===== src/rtl/datapath_types.sv =====
// Shared types for the instruction-fetch front end: FSM state encoding,
// fetch-queue entry layout and the sequential PC increment.
package datapath_types;

  typedef enum logic [1:0] {
    IDLE    = 2'd0,
    FETCH   = 2'd1,
    MISS    = 2'd2,
    DISCARD = 2'd3
  } fetch_state_t;

  localparam int PC_INC = 4;

  // Default entry layout for 32-bit PC / 32-bit instruction builds.
  typedef struct packed {
    logic [31:0] pc;
    logic [31:0] instr;
    logic        pred;
  } fetchq_entry_t;

endpackage


===== src/rtl/fetch_queue.sv =====
// Flushable FIFO between fetch and decode. Entry type is a type parameter so
// the top can pass an entry struct sized to its own PC/instruction widths.
// DEPTH must be a power of two (>= 2) so the pointers wrap naturally.
module fetch_queue
  import datapath_types::*;
#(
  parameter int  DEPTH   = 4,
  parameter type entry_t = fetchq_entry_t
) (
  input  logic                     clk,
  input  logic                     rst_n,
  input  logic                     push,
  input  entry_t                   push_data,
  input  logic                     pop,
  input  logic                     flush,
  output entry_t                   head,
  output logic                     full,
  output logic [$clog2(DEPTH):0]   count
);

  localparam int AW = $clog2(DEPTH);
  localparam int CW = AW + 1;

  entry_t         mem [DEPTH];
  logic [AW-1:0]  wr_ptr;
  logic [AW-1:0]  rd_ptr;
  logic           do_push;
  logic           do_pop;

  assign full    = (count == CW'(DEPTH));
  assign do_push = push & ~full;
  assign do_pop  = pop & (count != '0);
  assign head    = mem[rd_ptr];

  // Pointer and occupancy tracking; flush empties the queue in one cycle.
  always_ff @(posedge clk or negedge rst_n) begin
    if (!rst_n) begin
      wr_ptr <= '0;
      rd_ptr <= '0;
      count  <= '0;
    end else if (flush) begin
      wr_ptr <= '0;
      rd_ptr <= '0;
      count  <= '0;
    end else begin
      if (do_push) wr_ptr <= wr_ptr + AW'(1);
      if (do_pop)  rd_ptr <= rd_ptr + AW'(1);
      if (do_push && !do_pop)      count <= count + CW'(1);
      else if (!do_push && do_pop) count <= count - CW'(1);
    end
  end

  // Entry storage; contents are only meaningful below the count, so no reset.
  always_ff @(posedge clk) begin
    if (do_push && !flush) mem[wr_ptr] <= push_data;
  end

endmodule


===== src/rtl/fetch_ctrl.sv =====
// Instruction-fetch sequencer: owns the fetch PC, drives the imem read port,
// follows the target-buffer predictor and feeds decode through fetch_queue.
// Optional build macro FETCH_PERF_EN adds saturating performance counters
// (miss cycles, redirects, dropped responses).
//
// state   | meaning
// --------+---------------------------------------------------------------
// IDLE    | not fetching; redirects still load pc
// FETCH   | issuing pc to imem whenever the queue has room
// MISS    | request for req_addr outstanding, address held until ihit
// DISCARD | outstanding request was overtaken by a redirect; drop its data
module fetch_ctrl
  import datapath_types::*;
#(
  parameter int              PC_W     = 32,
  parameter int              INSTR_W  = 32,
  parameter int              FQ_DEPTH = 4,
  parameter logic [PC_W-1:0] RESET_PC = '0
) (
  input  logic               CLK,
  input  logic               nRST,
  input  logic               en,
  output logic               imem_ren,
  output logic [PC_W-1:0]    imem_addr,
  input  logic               imem_ihit,
  input  logic [INSTR_W-1:0] imem_rdata,
  output logic [PC_W-1:0]    tbp_pc,
  input  logic               tbp_taken,
  input  logic [PC_W-1:0]    tbp_target,
  input  logic               redir_valid,
  input  logic [PC_W-1:0]    redir_pc,
  output logic               out_valid,
  output logic [INSTR_W-1:0] out_instr,
  output logic [PC_W-1:0]    out_pc,
  output logic               out_pred,
  input  logic               out_ready
`ifdef FETCH_PERF_EN
  ,
  output logic [31:0]        perf_miss_cyc,
  output logic [31:0]        perf_redir,
  output logic [31:0]        perf_discard
`endif
);

  localparam logic [1:0] S_IDLE    = IDLE;
  localparam logic [1:0] S_FETCH   = FETCH;
  localparam logic [1:0] S_MISS    = MISS;
  localparam logic [1:0] S_DISCARD = DISCARD;
  localparam int         CW        = $clog2(FQ_DEPTH) + 1;

  typedef struct packed {
    logic [PC_W-1:0]    pc;
    logic [INSTR_W-1:0] instr;
    logic               pred;
  } q_entry_t;

  logic [1:0]      state, state_nx;
  logic [PC_W-1:0] pc, pc_nx;
  logic [PC_W-1:0] req_addr, req_nx;
  logic [PC_W-1:0] pc_seq;
  logic            in_miss;
  logic            hit;
  logic            q_push;
  logic            q_pop;
  logic            q_full;
  logic [CW-1:0]   q_count;
  q_entry_t        q_in;
  q_entry_t        q_head;

  assign in_miss   = (state == S_MISS) || (state == S_DISCARD);
  assign imem_ren  = (state == S_FETCH) ? ~q_full : in_miss;
  assign imem_addr = in_miss ? req_addr : pc;
  assign tbp_pc    = imem_addr;
  assign hit       = imem_ren & imem_ihit;
  assign pc_seq    = tbp_taken ? tbp_target : imem_addr + PC_W'(PC_INC);

  // A response is kept only when it belongs to the current path.
  assign q_push = hit & ~redir_valid & ((state == S_FETCH) || (state == S_MISS));
  assign q_pop  = out_valid & out_ready;
  assign q_in   = '{pc: imem_addr, instr: imem_rdata, pred: tbp_taken};

  // Next state / next pc; a redirect overrides everything else.
  always_comb begin
    state_nx = state;
    pc_nx    = pc;
    req_nx   = req_addr;
    if (redir_valid) begin
      pc_nx = redir_pc;
      unique case (state)
        S_IDLE:  state_nx = en ? S_FETCH : S_IDLE;
        S_FETCH: state_nx = S_FETCH;
        default: state_nx = hit ? S_FETCH : S_DISCARD;
      endcase
    end else begin
      unique case (state)
        S_IDLE: begin
          if (en) state_nx = S_FETCH;
        end
        S_FETCH: begin
          if (hit) begin
            pc_nx = pc_seq;
            if (!en) state_nx = S_IDLE;
          end else if (imem_ren) begin
            req_nx   = pc;
            state_nx = S_MISS;
          end else if (!en) begin
            state_nx = S_IDLE;
          end
        end
        S_MISS: begin
          if (hit) begin
            pc_nx    = pc_seq;
            state_nx = en ? S_FETCH : S_IDLE;
          end
        end
        default: begin
          if (hit) state_nx = S_FETCH;
        end
      endcase
    end
  end

  // State, pc and held request address registers.
  always_ff @(posedge CLK or negedge nRST) begin
    if (!nRST) begin
      state    <= S_IDLE;
      pc       <= RESET_PC;
      req_addr <= RESET_PC;
    end else begin
      state    <= state_nx;
      pc       <= pc_nx;
      req_addr <= req_nx;
    end
  end

  fetch_queue #(
    .DEPTH   (FQ_DEPTH),
    .entry_t (q_entry_t)
  ) u_queue (
    .clk       (CLK),
    .rst_n     (nRST),
    .push      (q_push),
    .push_data (q_in),
    .pop       (q_pop),
    .flush     (redir_valid),
    .head      (q_head),
    .full      (q_full),
    .count     (q_count)
  );

  assign out_valid = (q_count != '0);
  assign out_instr = q_head.instr;
  assign out_pc    = q_head.pc;
  assign out_pred  = q_head.pred;

`ifdef FETCH_PERF_EN
  logic dropped;
  assign dropped = hit & (redir_valid | (state == S_DISCARD));

  // Saturating event counters.
  always_ff @(posedge CLK or negedge nRST) begin
    if (!nRST) begin
      perf_miss_cyc <= '0;
      perf_redir    <= '0;
      perf_discard  <= '0;
    end else begin
      if (in_miss && perf_miss_cyc != '1)    perf_miss_cyc <= perf_miss_cyc + 32'd1;
      if (redir_valid && perf_redir != '1)   perf_redir    <= perf_redir + 32'd1;
      if (dropped && perf_discard != '1)     perf_discard  <= perf_discard + 32'd1;
    end
  end
`endif

endmodule


===== config.mk =====
export PLATFORM = sky130hd
export DESIGN_NAME = fetch_ctrl
export DESIGN_NICKNAME = d
export VERILOG_FILES = /design/src/rtl/datapath_types.sv /design/src/rtl/fetch_queue.sv /design/src/rtl/fetch_ctrl.sv
export SDC_FILE = /design/constraint.sdc
export NUM_CORES = 1
export LEC_CHECK = 0
export CORE_UTILIZATION = 40
export DETAILED_ROUTE_END_ITERATION = 7
export GPL_TIMING_DRIVEN = 0
export PLACE_DENSITY = 0.58
export SLEW_MARGIN = 30
export SYNTH_ARGS = -nofsm -noshare
export SYNTH_HDL_FRONTEND = slang
export SYNTH_HIERARCHICAL = 1
export SYNTH_SLANG_ARGS = --single-unit

===== constraint.sdc =====
create_clock -name CLK -period 4.85 [get_ports CLK]
set_input_delay 0.485 -clock CLK [delete_from_list [all_inputs] [get_ports CLK]]
set_output_delay 0.485 -clock CLK [all_outputs]
set_load 0.01 [all_outputs]

==> results_dict.tcl <==
set metrics [dict create \
    min_to "u_queue/rd_ptr[0]" \
    regArea_um2 9630 \
    cts_tree "done" \
    nNetsFinal 1342 \
    grt_usage 0.203 \
    path_max_fanout 10 \
    crit_cells 15 \
    dr.pass1.iters 6 \
    hp-class "in -> reg" \
    dp.cells 1650 \
    hold_depth 2 \
    antenna_left 0 \
    yosysWarnings 6 \
    status "completed" \
    clkPwrFrac 0.257 \
    io_pins 234 \
    syn-mean-instance-area_um2 15.4 \
    die_w_um 194 \
    final_cell_area_um2 18900 \
    die-height_um 194 \
    clock_latency_ps 520 \
    pre_cts_ws_ps -80.2 \
    multiInputGateArea_um2 4460 \
    wire_per_inst_um 21.9 \
    layoutNonFillerInstCount 1718 \
    switching_share 0.327 \
    worstPathArrival_ps 4950 \
    fill_cells 3021 \
    hold_viol 0 \
    timing.rr.end "pc[26]" \
    io_buffers 232 \
    final_util 0.527 \
    vias 9253 \
    async_flop_share 0.219 \
    layout-drive-gt1-share 0.189 \
    regToRegSetupSlack_ps 290 \
    drc 0 \
    drtIter0Drc 580 \
    dp_hpwl_mm 25.8 \
    synth_seq_cells 333 \
    core_area_um2 35800 \
    cp_top_family "simple AND/OR/NAND/NOR gates" \
    dpl_cell_area_um2 17700 \
    via_per_inst 5.39 \
    initial_core_util 0.410 \
    grt_pass1_vias 9520 \
    power.density_nw_per_um2 541 \
    p_switching_mw 3.35 \
    cp-start-kind "register" \
    rsz0062_at_grt "false" \
    slowest_stage "nor2_2" \
    tritoncts.num_buffers 38 \
    area_growth_pct 28.5 \
    clock.fmax_ghz 0.219 \
    dieArea_um2 37500 \
    htree_levels 2 \
    synth_area_um2 14700 \
    setup_slack_ps 286 \
    syn-num-nets 1065 \
    critPathBufInv 5 \
    setup_viol 0 \
    r2r-start "state[0]" \
    worst_pin_slew_ps 850 \
    critPathKind "reg -> reg" \
    synthFlopType "edfxtp_1" \
    timing.final.crit_share 0.941 \
    gp_congestion 0.870 \
    cp_cell_sequence "inv_1 -> ha_1 -> buf_6 -> clkbuf_1 -> nor2_2 -> clkbuf_1 -> nand2_1 -> nand2_1 -> ha_1 -> inv_1 -> a221oi_1 -> nand4_1 -> nor3b_2 -> xnor2_1 -> o21ai_1" \
    grt_max_degree 47 \
    cts-root-buf "clkbuf_16" \
    drt-total-wl_mm 37.6 \
    ir_drop_v 0.000281 \
    drv_cap 0 \
    grt_pass1_wl_mm 57.9 \
    final_max_slew_viol_count 0 \
    rows 69 \
    p_leak_nw 6.48 \
    ys_types 65 \
    antenna-diode-count 0 \
    finClkSkew_ps 7.96 \
    antenna_found_initial 0 \
    globalRouteOverflowTotal 0 \
    p_int_mw 6.87 \
    reg2regPathDepth 15 \
    synth_edf_count 260 \
    timing.hold.ws_ps 359 \
    clock_sinks 333 \
    ys_seq_area_frac 0.655 \
    cp_data_required_time_ps 5230 \
    fin_crit_ps 4560 \
    end_kind "register" \
    max_stage_delay_ps 600 \
    p_comb_frac 0.368 \
    clkTransAtPathRegs_ps 60 \
    pwr-share-seq 0.375 \
    netlist_instances 952 \
    min-delay-start "redir_valid" \
    slew_headroom 0.429 \
    cts_buffer_depth 3 \
]
-- layer usage --
layer  vias up  part of all wire  GRT usage
li1       4211                 -          -
met1      4658              0.45      0.281
met2       337              0.48      0.333
met3        47             0.054     0.0386
met4         0             0.016     0.0483
met5         -                 0          0
-- final cells by class --
class,count,share of cell area
Sequential cell,333,0.510
Multi-Input combinational cell,518,0.236
Timing Repair Buffer,238,0.130
Clock buffer,50,0.0538
Tap cell,461,0.0305
Buffer,88,0.0301
Clock inverter,18,0.00669
Inverter,12,0.00245
-- power by group through the flow --
| stage | logic, mW | registers [mW] | clock network (mW) |
|---|---|---|---|
| after detailed placement | 3.78 | 3.88 | 0 |
| after floorplan | 2.07 | 3.80 | 0 |
| after global routing | 4.04 | 3.87 | 2.82 |
| after CTS | 3.79 | 3.83 | 2.70 |
| after global placement | 3.74 | 3.89 | 0 |
| final | 3.76 | 3.83 | 2.63 |
-- placed cells by master (no fill, tap or decap), types with 5 or more instances in the layout --
cell / n
o21ai_1: 10
dfrtp_1: 73
mux2_2: 44
inv_1: 11
mux4_2: 65
buf_4: 37
clkbuf_1: 38
nand3_1: 20
mux2i_1: 7
clkinv_1: 11
clkdlybuf4s50_1: 231
nand2_1: 101
a21oi_1: 48
nor3_1: 13
ha_1: 9
clkbuf_16: 39
xnor2_1: 18
a211oi_1: 5
buf_2: 12
nor3b_1: 10
or4bb_1: 7
o21ai_0: 26
xor2_1: 6
a22oi_1: 7
buf_1: 6
o211ai_1: 20
edfxtp_1: 260
nor2_1: 32
buf_12: 5
nand4_1: 5
-- flip-flops by register name, indices dropped and copies added, names as in the netlist --
register and count:
u_queue/wr_ptr 2, u_queue/rd_ptr 2, u_queue/count 3, state 2
u_queue/mem 260, pc 32, req_addr 32
-- kinds of logic (layout without fill, tap and decap cells) --
group / count (synthesis) / count (layout) / synth area share
buffers and inverters: 101 / 406 / 0.0420
adder cells (fa/ha/maj): 10 / 10 / 0.00902
AO/OA/AOI/OAI: 143 / 143 / 0.0613
flip-flops: 333 / 333 / 0.655
multiplexers: 116 / 116 / 0.138
AND/OR/NAND/NOR: 225 / 225 / 0.0799
XOR/XNOR: 24 / 24 / 0.0143
-- worst max-delay path by stage --
stage                         from                 end
after floorplan           state[0]   u_queue/mem[0][0]
after global placement    state[0]  u_queue/mem[0][26]
after detailed placement  state[0]              pc[26]
after CTS                 state[0]              pc[26]
after global routing      state[0]              pc[26]
final                     state[0]              pc[26]
-- per-stage QoR --
stage | setup TNS [ps] | total power, mW
final | 0 | 10.2
after global routing | 0 | 10.7
after CTS | 0 | 10.3
after detailed placement | -245 | 7.66
after global placement | -398190 | 7.63
after floorplan | 0 | 5.87
-- synth_stat cells (4+ instances only) --
library cell,count,area (um2)
mux2i_1,7,70.1
nor3_1,13,65.1
buf_2,11,55.1
buf_12,4,80.1
nand2_1,101,379
or4bb_1,7,78.8
mux2_2,44,495
o21ai_0,26,130
and2_1,6,37.5
clkbuf_1,27,101
xnor2_1,18,158
nand3_1,20,100
nor3b_1,10,75.1
buf_4,36,270
xor2_1,6,52.6
buf_1,8,30.0
dfrtp_1,73,1830
o21ai_1,10,50.1
ha_1,9,113
o211ai_1,20,150
mux4_2,65,1460
nand4_1,5,31.3
edfxtp_1,260,7810
a21oi_1,48,240
a211oi_1,5,37.5
inv_1,11,41.3
a22oi_1,7,52.6
nor2_1,34,128
-- repair_timing --
action	4_1_cts	5_1_grt
gates resized for setup	1	1
buffers inserted	0	0
hold buffers	1	0
endpoints found under the hold margin	27	0
endpoints found under the setup margin	6	8
pin swaps	0	0
Power figures use the tool's default switching activity.
